$ cat src/rtl/wf_ram_reader_pkg.sv
// wf_ram_reader_pkg: shared waveform-reader state encodings and constants
package wf_ram_reader_pkg;
  localparam int WF_ADDR_W     = 9;
  localparam int WF_DATA_W     = 16;
  localparam int WF_RAM_LAT    = 1;
  localparam int WF_MIN_PERIOD = WF_RAM_LAT + 2;

  typedef enum logic [2:0] {
    WF_R_IDLE,
    WF_R_FETCH,
    WF_R_WAIT,
    WF_R_HOLD,
    WF_R_DONE
  } wf_r_state_t;

  // FETCH plus RAM_LAT wait clocks plus at least one HOLD clock
  function automatic logic [31:0] wf_min_period(input int ram_lat);
    return 32'(ram_lat + 2);
  endfunction
endpackage

$ cat src/rtl/wf_ram_reader_rate_timer.sv
// wf_rate_timer: per-sample period counter; load sets 1, clear sets 0, else counts up
module wf_rate_timer (
  input  logic        i_clk,
  input  logic        i_rst,
  input  logic        i_clear,
  input  logic        i_load,
  input  logic [31:0] i_period,
  output logic [31:0] o_cnt,
  output logic        o_tc
);
  logic [31:0] r_cnt;

  always_ff @(posedge i_clk or posedge i_rst)
    if (i_rst) r_cnt <= '0;
    else r_cnt <= i_clear ? '0 : i_load ? 32'd1 : r_cnt + 32'd1;

  assign o_cnt = r_cnt;
  assign o_tc  = r_cnt >= i_period;
endmodule

$ cat src/rtl/wf_ram_reader.sv
// wf_ram_reader: plays the waveform table back from RAM, one sample every period clocks
module wf_ram_reader
  import wf_ram_reader_pkg::*;
#(
  parameter int ADDR_W  = WF_ADDR_W,
  parameter int DATA_W  = WF_DATA_W,
  parameter int RAM_LAT = WF_RAM_LAT
) (
  input  logic              i_clk,
  input  logic              i_rst,
  input  logic              i_wf_start,
  input  logic              i_wf_stop,
  input  logic              i_wf_loop,
  input  logic [31:0]       i_wf_max_cnt,
  input  logic [31:0]       i_wf_period,
  output logic [ADDR_W-1:0] o_wf_ram_addr,
  output logic              o_wf_ram_ce,
  input  logic [DATA_W-1:0] i_wf_ram_dout,
  output logic [DATA_W-1:0] o_wf_data,
  output logic              o_wf_valid,
  output logic [31:0]       o_wf_read_cnt,
  output logic              o_dsp_wf_mode,
  output logic              o_wf_done
);
  localparam logic [31:0] DEPTH    = 32'(2 ** ADDR_W);
  localparam logic [31:0] MIN_PER  = wf_min_period(RAM_LAT);
  localparam logic [31:0] WAIT_END = 32'(RAM_LAT + 1);

  wf_r_state_t       r_state, w_next;
  logic              r_start_d, r_loop, r_valid, r_mode, r_done;
  logic [31:0]       r_max_cnt, r_period, r_read_cnt;
  logic [ADDR_W-1:0] r_addr;
  logic [DATA_W-1:0] r_data;
  logic [31:0]       w_cnt, w_clamp_cnt, w_clamp_per;
  logic              w_tc, w_start_edge, w_wait_last, w_more;

  assign w_start_edge = i_wf_start & ~r_start_d;
  assign w_clamp_cnt  = (i_wf_max_cnt > DEPTH) ? DEPTH : i_wf_max_cnt;
  assign w_clamp_per  = (i_wf_period < MIN_PER) ? MIN_PER : i_wf_period;
  // the timer holds 1 on the FETCH clock, so the last WAIT clock sits at RAM_LAT+1
  assign w_wait_last  = (r_state == WF_R_WAIT) && (w_cnt == WAIT_END);
  assign w_more       = r_read_cnt < r_max_cnt;

  wf_rate_timer u_timer (
    .i_clk    (i_clk),
    .i_rst    (i_rst),
    .i_clear  (w_next == WF_R_IDLE),
    .i_load   (w_next == WF_R_FETCH),
    .i_period (r_period),
    .o_cnt    (w_cnt),
    .o_tc     (w_tc)
  );

  always_ff @(posedge i_clk or posedge i_rst)
    if (i_rst) r_state <= WF_R_IDLE;
    else r_state <= w_next;

  always_comb begin
    w_next = r_state;
    if (i_wf_stop) w_next = WF_R_IDLE;
    else
      unique case (r_state)
        WF_R_IDLE:  w_next = w_start_edge ? ((w_clamp_cnt == 32'd0) ? WF_R_DONE : WF_R_FETCH) : WF_R_IDLE;
        WF_R_FETCH: w_next = WF_R_WAIT;
        WF_R_WAIT:  w_next = w_wait_last ? WF_R_HOLD : WF_R_WAIT;
        WF_R_HOLD:  w_next = w_tc ? ((w_more || r_loop) ? WF_R_FETCH : WF_R_DONE) : WF_R_HOLD;
        WF_R_DONE:  w_next = WF_R_IDLE;
        default:    w_next = WF_R_IDLE;
      endcase
  end

  always_ff @(posedge i_clk or posedge i_rst)
    if (i_rst) begin
      r_start_d  <= 1'b0;
      r_loop     <= 1'b0;
      r_max_cnt  <= '0;
      r_period   <= '0;
      r_read_cnt <= '0;
      r_addr     <= '0;
      r_data     <= '0;
      r_valid    <= 1'b0;
      r_mode     <= 1'b0;
      r_done     <= 1'b0;
    end else begin
      r_start_d <= i_wf_start;
      r_valid   <= 1'b0;
      r_done    <= 1'b0;
      if (i_wf_stop) r_mode <= 1'b0;
      else
        unique case (r_state)
          WF_R_IDLE:
            if (w_start_edge) begin
              r_loop     <= i_wf_loop;
              r_max_cnt  <= w_clamp_cnt;
              r_period   <= w_clamp_per;
              r_read_cnt <= '0;
              r_addr     <= '0;
              r_mode     <= 1'b1;
            end
          WF_R_WAIT:
            if (w_wait_last) begin
              r_data     <= i_wf_ram_dout;
              r_valid    <= 1'b1;
              r_read_cnt <= r_read_cnt + 32'd1;
            end
          WF_R_HOLD:
            if (w_tc) begin
              if (w_more) r_addr <= r_addr + 1'b1;
              else if (r_loop) begin
                r_addr     <= '0;
                r_read_cnt <= '0;
              end
            end
          WF_R_DONE: begin
            r_done <= 1'b1;
            r_mode <= 1'b0;
          end
          default: ;
        endcase
    end

  assign o_wf_ram_addr = r_addr;
  assign o_wf_ram_ce   = (r_state == WF_R_FETCH) && !i_wf_stop;
  assign o_wf_data     = r_data;
  assign o_wf_valid    = r_valid;
  assign o_wf_read_cnt = r_read_cnt;
  assign o_dsp_wf_mode = r_mode;
  assign o_wf_done     = r_done;
endmodule

$ cat config.mk
export PLATFORM = sky130hd
export DESIGN_NAME = wf_ram_reader
export DESIGN_NICKNAME = d
export VERILOG_FILES = /design/src/rtl/wf_ram_reader_pkg.sv /design/src/rtl/wf_ram_reader_rate_timer.sv /design/src/rtl/wf_ram_reader.sv
export SDC_FILE = /design/constraint.sdc
export NUM_CORES = 1
export LEC_CHECK = 0
export ABC_AREA = 1
export CAP_MARGIN = 20
export CORE_ASPECT_RATIO = 0.7
export CORE_MARGIN = 2
export CORE_UTILIZATION = 35
export CTS_CLUSTER_SIZE = 20
export DETAILED_ROUTE_END_ITERATION = 8
export PLACE_DENSITY_LB_ADDON = 0.15
export SYNTH_ARGS = -nofsm -noshare
export SYNTH_HDL_FRONTEND = slang
export SYNTH_SLANG_ARGS = --single-unit
$ cat constraint.sdc
create_clock -name i_clk -period 7.3 [get_ports i_clk]
set_clock_uncertainty 0.05 [all_clocks]
set_input_delay 1.46 -clock i_clk [delete_from_list [all_inputs] [get_ports i_clk]]
set_output_delay 1.46 -clock i_clk [all_outputs]
set_load 0.03 [all_outputs]
==> out/results.tsv, run 1 <==
metric	value	unit
stdcell_count	1722	
final_nets	1497	
synth.area.top_cells	dfrtp_1, nand2_1, ha_1	
clockBufferDepth	2	
start_kind	input port	
synth-seq-cells	161	
peakVddDrop	0.141	mV
post_drt_wl_per_cell	14.7	µm
reg2reg_slack	4.31	ns
synth_area_leader_cell	dfrtp_1	
timing.setup.tns	0	ns
wl_met3	1360	µm
endpoint_kind	primary output	
slew_viol_final	0	
grt_pass1_wl	40800	µm
synth-main-ff-cell	dfrtp_1	
ctsResizeCount	0	
num_vias	8027	
rr_startpoint	o_wf_read_cnt[25]	
power_density	179	nW/µm²
fmax	235	MHz
tightest_slew	0.787	ns
ys_warn_count	0	
holdPathStages	2	
combPwrFrac	12.9	%
period_share	58.2	%
r2r_cells	12	
drt_iter0_drc	451	
max-slew-margin-rel	47.4	%
hold_class	reg -> reg	
dieArea	28700	µm²
ant_nets	0	
grt_remaining_overflow	0	
drc	0	
period_minus_slack	4.25	ns
rsz0062_at_grt	no	
setup_slack	3.05	ns
area_growth_syn_to_layout	25.2	%
seq_area	4030	µm²
dpl.cell_count	1689	
cp_slowest_cell	clkdlybuf4s50_1	
p_int	1.56	mW
avgSynthCellArea	7.98	µm²
max_stage_delay	0.68	ns
portBuffers	145	
drt_first_pass_iters	6	
antenna_cells	0	
worst-path-max-fanout	3	
top_layer	met4	
gp_congestion	0.848	
hold_viol_final	0	
core	26800	µm²
status	finished clean	
power_frac_seq	44.6	%
fillCellCount	2695	
dr_wl_met2	10300	µm
initial_core_util	35.7	%
critPathTopFamily	buffers and inverters	
grt.total_usage	18.0	%
clk_pin_slew	0.07	ns
multi_input_area	4720	µm²
p_sw	586	µW
rows	50	
maxCapViolCount	0	
grt_antenna_before_repair	0	
worstReg2RegEnd	o_wf_read_cnt[0]	
post-cts-setup-buffers	0	
cts_tree	yes	
htree_levels	4	
crit_chain	clkdlybuf4s50_1 -> nor2_1 -> clkdlybuf4s50_1	
pre_cts_ws	3.06	ns
synth.top_cell.area_share	42.0	%
yosysSeqAreaShare	42.0	%
layout_common_cells	nand2_1, inv_1, dfrtp_1	
synth_edf_count	0	
clk_latency	0.44	ns
drive_gt1_share	7.73	%
die_h	142	µm
path_class	in -> out	
grt_max_degree	113	
required	5.79	ns
synth_fp_nets	1352	
vias_per_cell	4.66	
drt-met1-wl	13400	µm
hp-start	r_max_cnt[27]	
final_core_util	44.7	%
wl	25300	µm
synth_cell_type_count	45	
dp.final_hpwl	19000	µm
pwr-share-clk	42.6	%
grt_pass1_vias	7578	
ios	146	
worst-path-buf-inv	2	
critPathArrivalTime	2.74	ns
total_power	2.15	mW
p_leak	5.43	nW
ctsHoldBuffers	0	
root_buffer	clkbuf_16	
cts.sinks	161	
final_common_cell	nand2_1	
netSwitchingFraction	27.2	%
syn_inst	1200	
cts_made_buffers	17	
path_common_cell	clkdlybuf4s50_1	
hold_end	r_max_cnt[27]	
die_width	202	µm
async_flop_share	100	%
synth_area	9580	µm²
setup_viol	0	
==> per-layer routing <==
| layer | GRT usage (%) | up-vias |
|---|---|---|
| met2 | 25.4 | 174 |
| li1 | - | 4137 |
| met1 | 27.6 | 3703 |
| met4 | 3.60 | 0 |
| met5 | 0 | - |
| met3 | 4.40 | 13 |
==> through the flow <==
step / hold slack (ns) / instance area [µm²]
4_1_cts: 0.420 / 12000
6_report: 0.415 / 12000
2_1_floorplan: 0.386 / 9580
3_5_place_dp: 0.402 / 11400
5_1_grt: 0.441 / 12000
3_3_place_gp: 0.399 / 11400
==> Yosys cell counts, types with 3 or more instances <==
master      n
o21ai_0    50
inv_2      13
nand3_2     4
nor2_2     27
inv_1     163
nand2_1   310
nor2_1    105
buf_6       4
o21a_1      3
nand2_2     6
dfrtp_1   161
nor3_1     27
xor2_1     38
o21ai_1     8
nor3_2      5
nor4_1     19
clkbuf_1   13
xnor2_1    24
buf_2       4
o22ai_1     3
a21oi_1    30
nand3_1    42
ha_1       67
nand4_1    19
o31ai_1    28
==> how the worst max path moves through the flow <==
stage	start	end	slack, ns	cells past startpoint
2_1_floorplan	i_rst	o_dsp_wf_mode	1.44	1
3_3_place_gp	i_wf_stop	o_wf_ram_ce	3.10	3
3_5_place_dp	i_wf_stop	o_wf_ram_ce	3.06	3
4_1_cts	i_wf_stop	o_wf_ram_ce	3.06	3
5_1_grt	i_wf_stop	o_wf_ram_ce	3.02	3
6_report	i_wf_stop	o_wf_ram_ce	3.05	3
==> sequential cells by signal, indices dropped and copies added (netlist names) <==
signal,count
o_wf_read_cnt,32
r_max_cnt,32
r_period,32
u_timer.o_cnt,32
o_wf_data,16
o_wf_ram_addr,9
r_state,3
o_dsp_wf_mode,1
o_wf_done,1
o_wf_valid,1
r_loop,1
r_start_d,1
==> tightest hold or removal path, stage by stage, from the launching register on <==
cell	delay [ns]
dfrtp_1	0.34
nand2_1	0.05
inv_1	0.04
==> power groups by stage <==
| stage | registers (mW) | logic (mW) | clock network [mW] |
|---|---|---|---|
| floorplan | 0.980 | 0.168 | 0 |
| global placement | 0.975 | 0.274 | 0 |
| detailed placement | 0.975 | 0.278 | 0 |
| CTS | 0.959 | 0.280 | 0.943 |
| global route | 0.964 | 0.316 | 0.983 |
| finish | 0.958 | 0.277 | 0.916 |
==> cell type report <==
cell class / count / share of cell area [%]
timing repair buffer: 152 / 12.7
tap: 364 / 3.80
inverter: 178 / 5.61
clock inverter: 14 / 1.29
multi-input combinational: 835 / 39.4
sequential: 161 / 33.6
clock buffer: 18 / 3.66
==> cells by family after synthesis <==
logic type / Yosys count / share of synthesized area [%]
AO/OA/AOI/OAI: 127 / 7.65
buffers and inverters: 204 / 8.67
flip-flops: 161 / 42.0
XOR/XNOR: 62 / 5.67
AND/OR/NAND/NOR: 579 / 27.2
adder cells (fa/ha/maj): 67 / 8.75
Power figures use the tool's default switching activity.
==> run 2: changes to the inputs <==
clock period = 3.86 ns   (was 7.3 ns; I/O delays follow)
==> out/results.tsv, run 2 (synthesis gave the netlist of run 1 again) <==
metric	value	unit	change
dpl.cell_count	1691		+0.12%
total_power	4.32	mW	+100%
drt_first_pass_iters	5		-1
ant_nets	0		unchanged
gp_congestion	0.889		+4.9%
holdPathStages	2		unchanged
cts_made_buffers	17		unchanged
critPathTopFamily	simple AND/OR/NAND/NOR gates		
worstReg2RegEnd	u_timer.o_cnt[7]		
setup_slack	0.933	ns	-2.12 ns
drt_iter0_drc	401		-11%
drc	0		unchanged
maxCapViolCount	0		unchanged
path_common_cell	nand2_1		
grt_max_degree	86		-24%
hold_class	reg -> reg		
worst-path-buf-inv	1		-1
core	26800	µm²	unchanged
ctsResizeCount	0		unchanged
grt_antenna_before_repair	1		+1
fillCellCount	2659		-1.3%
status	finished clean		
layout_common_cells	nand2_1, inv_1, dfrtp_1		
worst-path-max-fanout	31		+28
drive_gt1_share	7.73	%	about the same
reg2reg_slack	0.93	ns	-3.38 ns
pwr-share-clk	45.9	%	+3.3 points
initial_core_util	35.7	%	unchanged
rr_startpoint	u_timer.o_cnt[30]		
grt.total_usage	18.2	%	+0.14 points
dieArea	28700	µm²	unchanged
dp.final_hpwl	19200	µm	+1.1%
die_h	142	µm	unchanged
period_share	75.8	%	
placed_cell_area	11400	µm²	+0.45%
required	4.10	ns	-1.69 ns
power_frac_seq	42.0	%	-2.6 points
cts.sinks	161		unchanged
rsz0062_at_grt	no		
ctsHoldBuffers	0		unchanged
cts_tree	yes		
endpoint_kind	register		
final_common_cell	nand2_1		
rows	50		unchanged
post_drt_wl_per_cell	14.7	µm	+0.34%
path_class	reg -> reg		
final_core_util	45.1	%	+0.44 points
crit_start	u_timer.o_cnt[30]		
area_growth_syn_to_layout	26.4	%	
clk_latency	0.43	ns	about the same
max-slew-margin-rel	57.4	%	+10 points
hp-start	r_max_cnt[29]		
r2r_cells	12		unchanged
setup_viol	0		unchanged
clockBufferDepth	2		unchanged
clk_pin_slew	0.06	ns	about the same
period_minus_slack	2.93	ns	
final_nets	1498		+0.067%
slew_viol_final	0		unchanged
grt_pass1_wl	41200	µm	+1.2%
num_vias	7992		-0.44%
fin_area	12100	µm²	+0.98%
cp_slowest_cell	nor2_8		
peakVddDrop	0.314	mV	+120%
ios	146		unchanged
root_buffer	clkbuf_16		
fmax	342	MHz	
grt_remaining_overflow	0		unchanged
timing.setup.tns	0	ns	unchanged
crit_chain	ha_1 -> nand2_1 -> nor2_2 -> nand4_1 -> nor2_1 -> nand3b_1 -> nand4_2 -> nand2_1 -> nand2_1 -> inv_2 -> nor2_8 -> nor2_1		
htree_levels	4		unchanged
portBuffers	145		unchanged
p_leak	5.49	nW	+1.2%
tightest_slew	0.637	ns	-0.150 ns
stdcell_count	1724		+0.12%
p_int	3.24	mW	+110%
post-cts-setup-buffers	0		unchanged
p_sw	1.08	mW	+85%
hold_viol_final	0		unchanged
combPwrFrac	12.1	%	-0.8 points
power_density	357	nW/µm²	+99%
die_width	202	µm	unchanged
vias_per_cell	4.64		-0.55%
whs	0.419	ns	+0.00498 ns
hold_end	r_max_cnt[29]		
grt_pass1_vias	7637		+0.78%
netSwitchingFraction	25.1	%	-2.2 points
wl	25400	µm	+0.46%
critPathArrivalTime	3.16	ns	+0.42 ns
max_stage_delay	0.51	ns	-0.17 ns
pre_cts_ws	0.639	ns	-2.42 ns
start_kind	register		
==> run 2: final cells by class <==
type | instances | area, µm² | share of cell area (%)
clock inverters | 12 | 229 | 1.89
repair buffers | 153 | 1550 | 12.8
diodes | 1 | 2.50 | 0.0207
multi-input cells | 835 | 4720 | 39.0
flip-flops and latches | 161 | 4030 | 33.3
clock buffers | 20 | 457 | 3.77
inverters | 178 | 672 | 5.55
well taps | 364 | 455 | 3.76
==> run 2: power by group through the flow <==
stage | Combinational, mW | Clock, mW | Sequential [mW]
floorplan | 0.317 | 0 | 1.85
global placement | 0.522 | 0 | 1.84
detailed placement | 0.529 | 0 | 1.85
CTS | 0.533 | 2.04 | 1.81
global route | 0.604 | 2.10 | 1.82
finish | 0.524 | 1.98 | 1.81
==> run 2: how the worst max path moves through the flow <==
stage	end	slack (ns)	depth (start not counted)
CTS	u_timer.o_cnt[7]	0.94	13
finish	u_timer.o_cnt[7]	0.93	12
detailed placement	u_timer.o_cnt[7]	0.64	13
floorplan	o_dsp_wf_mode	1.0	1
global placement	u_timer.o_cnt[6]	0.73	13
global route	u_timer.o_cnt[8]	0.67	13
==> run 2: metal layers <==
layer / track usage [%] / share of wire, % / up-vias
li1: - / - / 4145
met1: 28.5 / 55 / 3684
met2: 24.7 / 40 / 145
met3: 3.94 / 4.4 / 18
met4: 4.76 / 1.2 / 0
met5: 0 / 0 / -
==> run 2: worst reg2reg max path, cell delays in order (launching register included) <==
cell      delay (ns)
dfrtp_1         0.44
ha_1            0.30
nand2_1         0.07
nor2_2          0.12
nand4_1         0.18
nor2_1          0.31
nand3b_1        0.24
nand4_2         0.20
nand2_1         0.07
nand2_1         0.11
inv_2           0.09
nor2_8          0.51
nor2_1          0.11
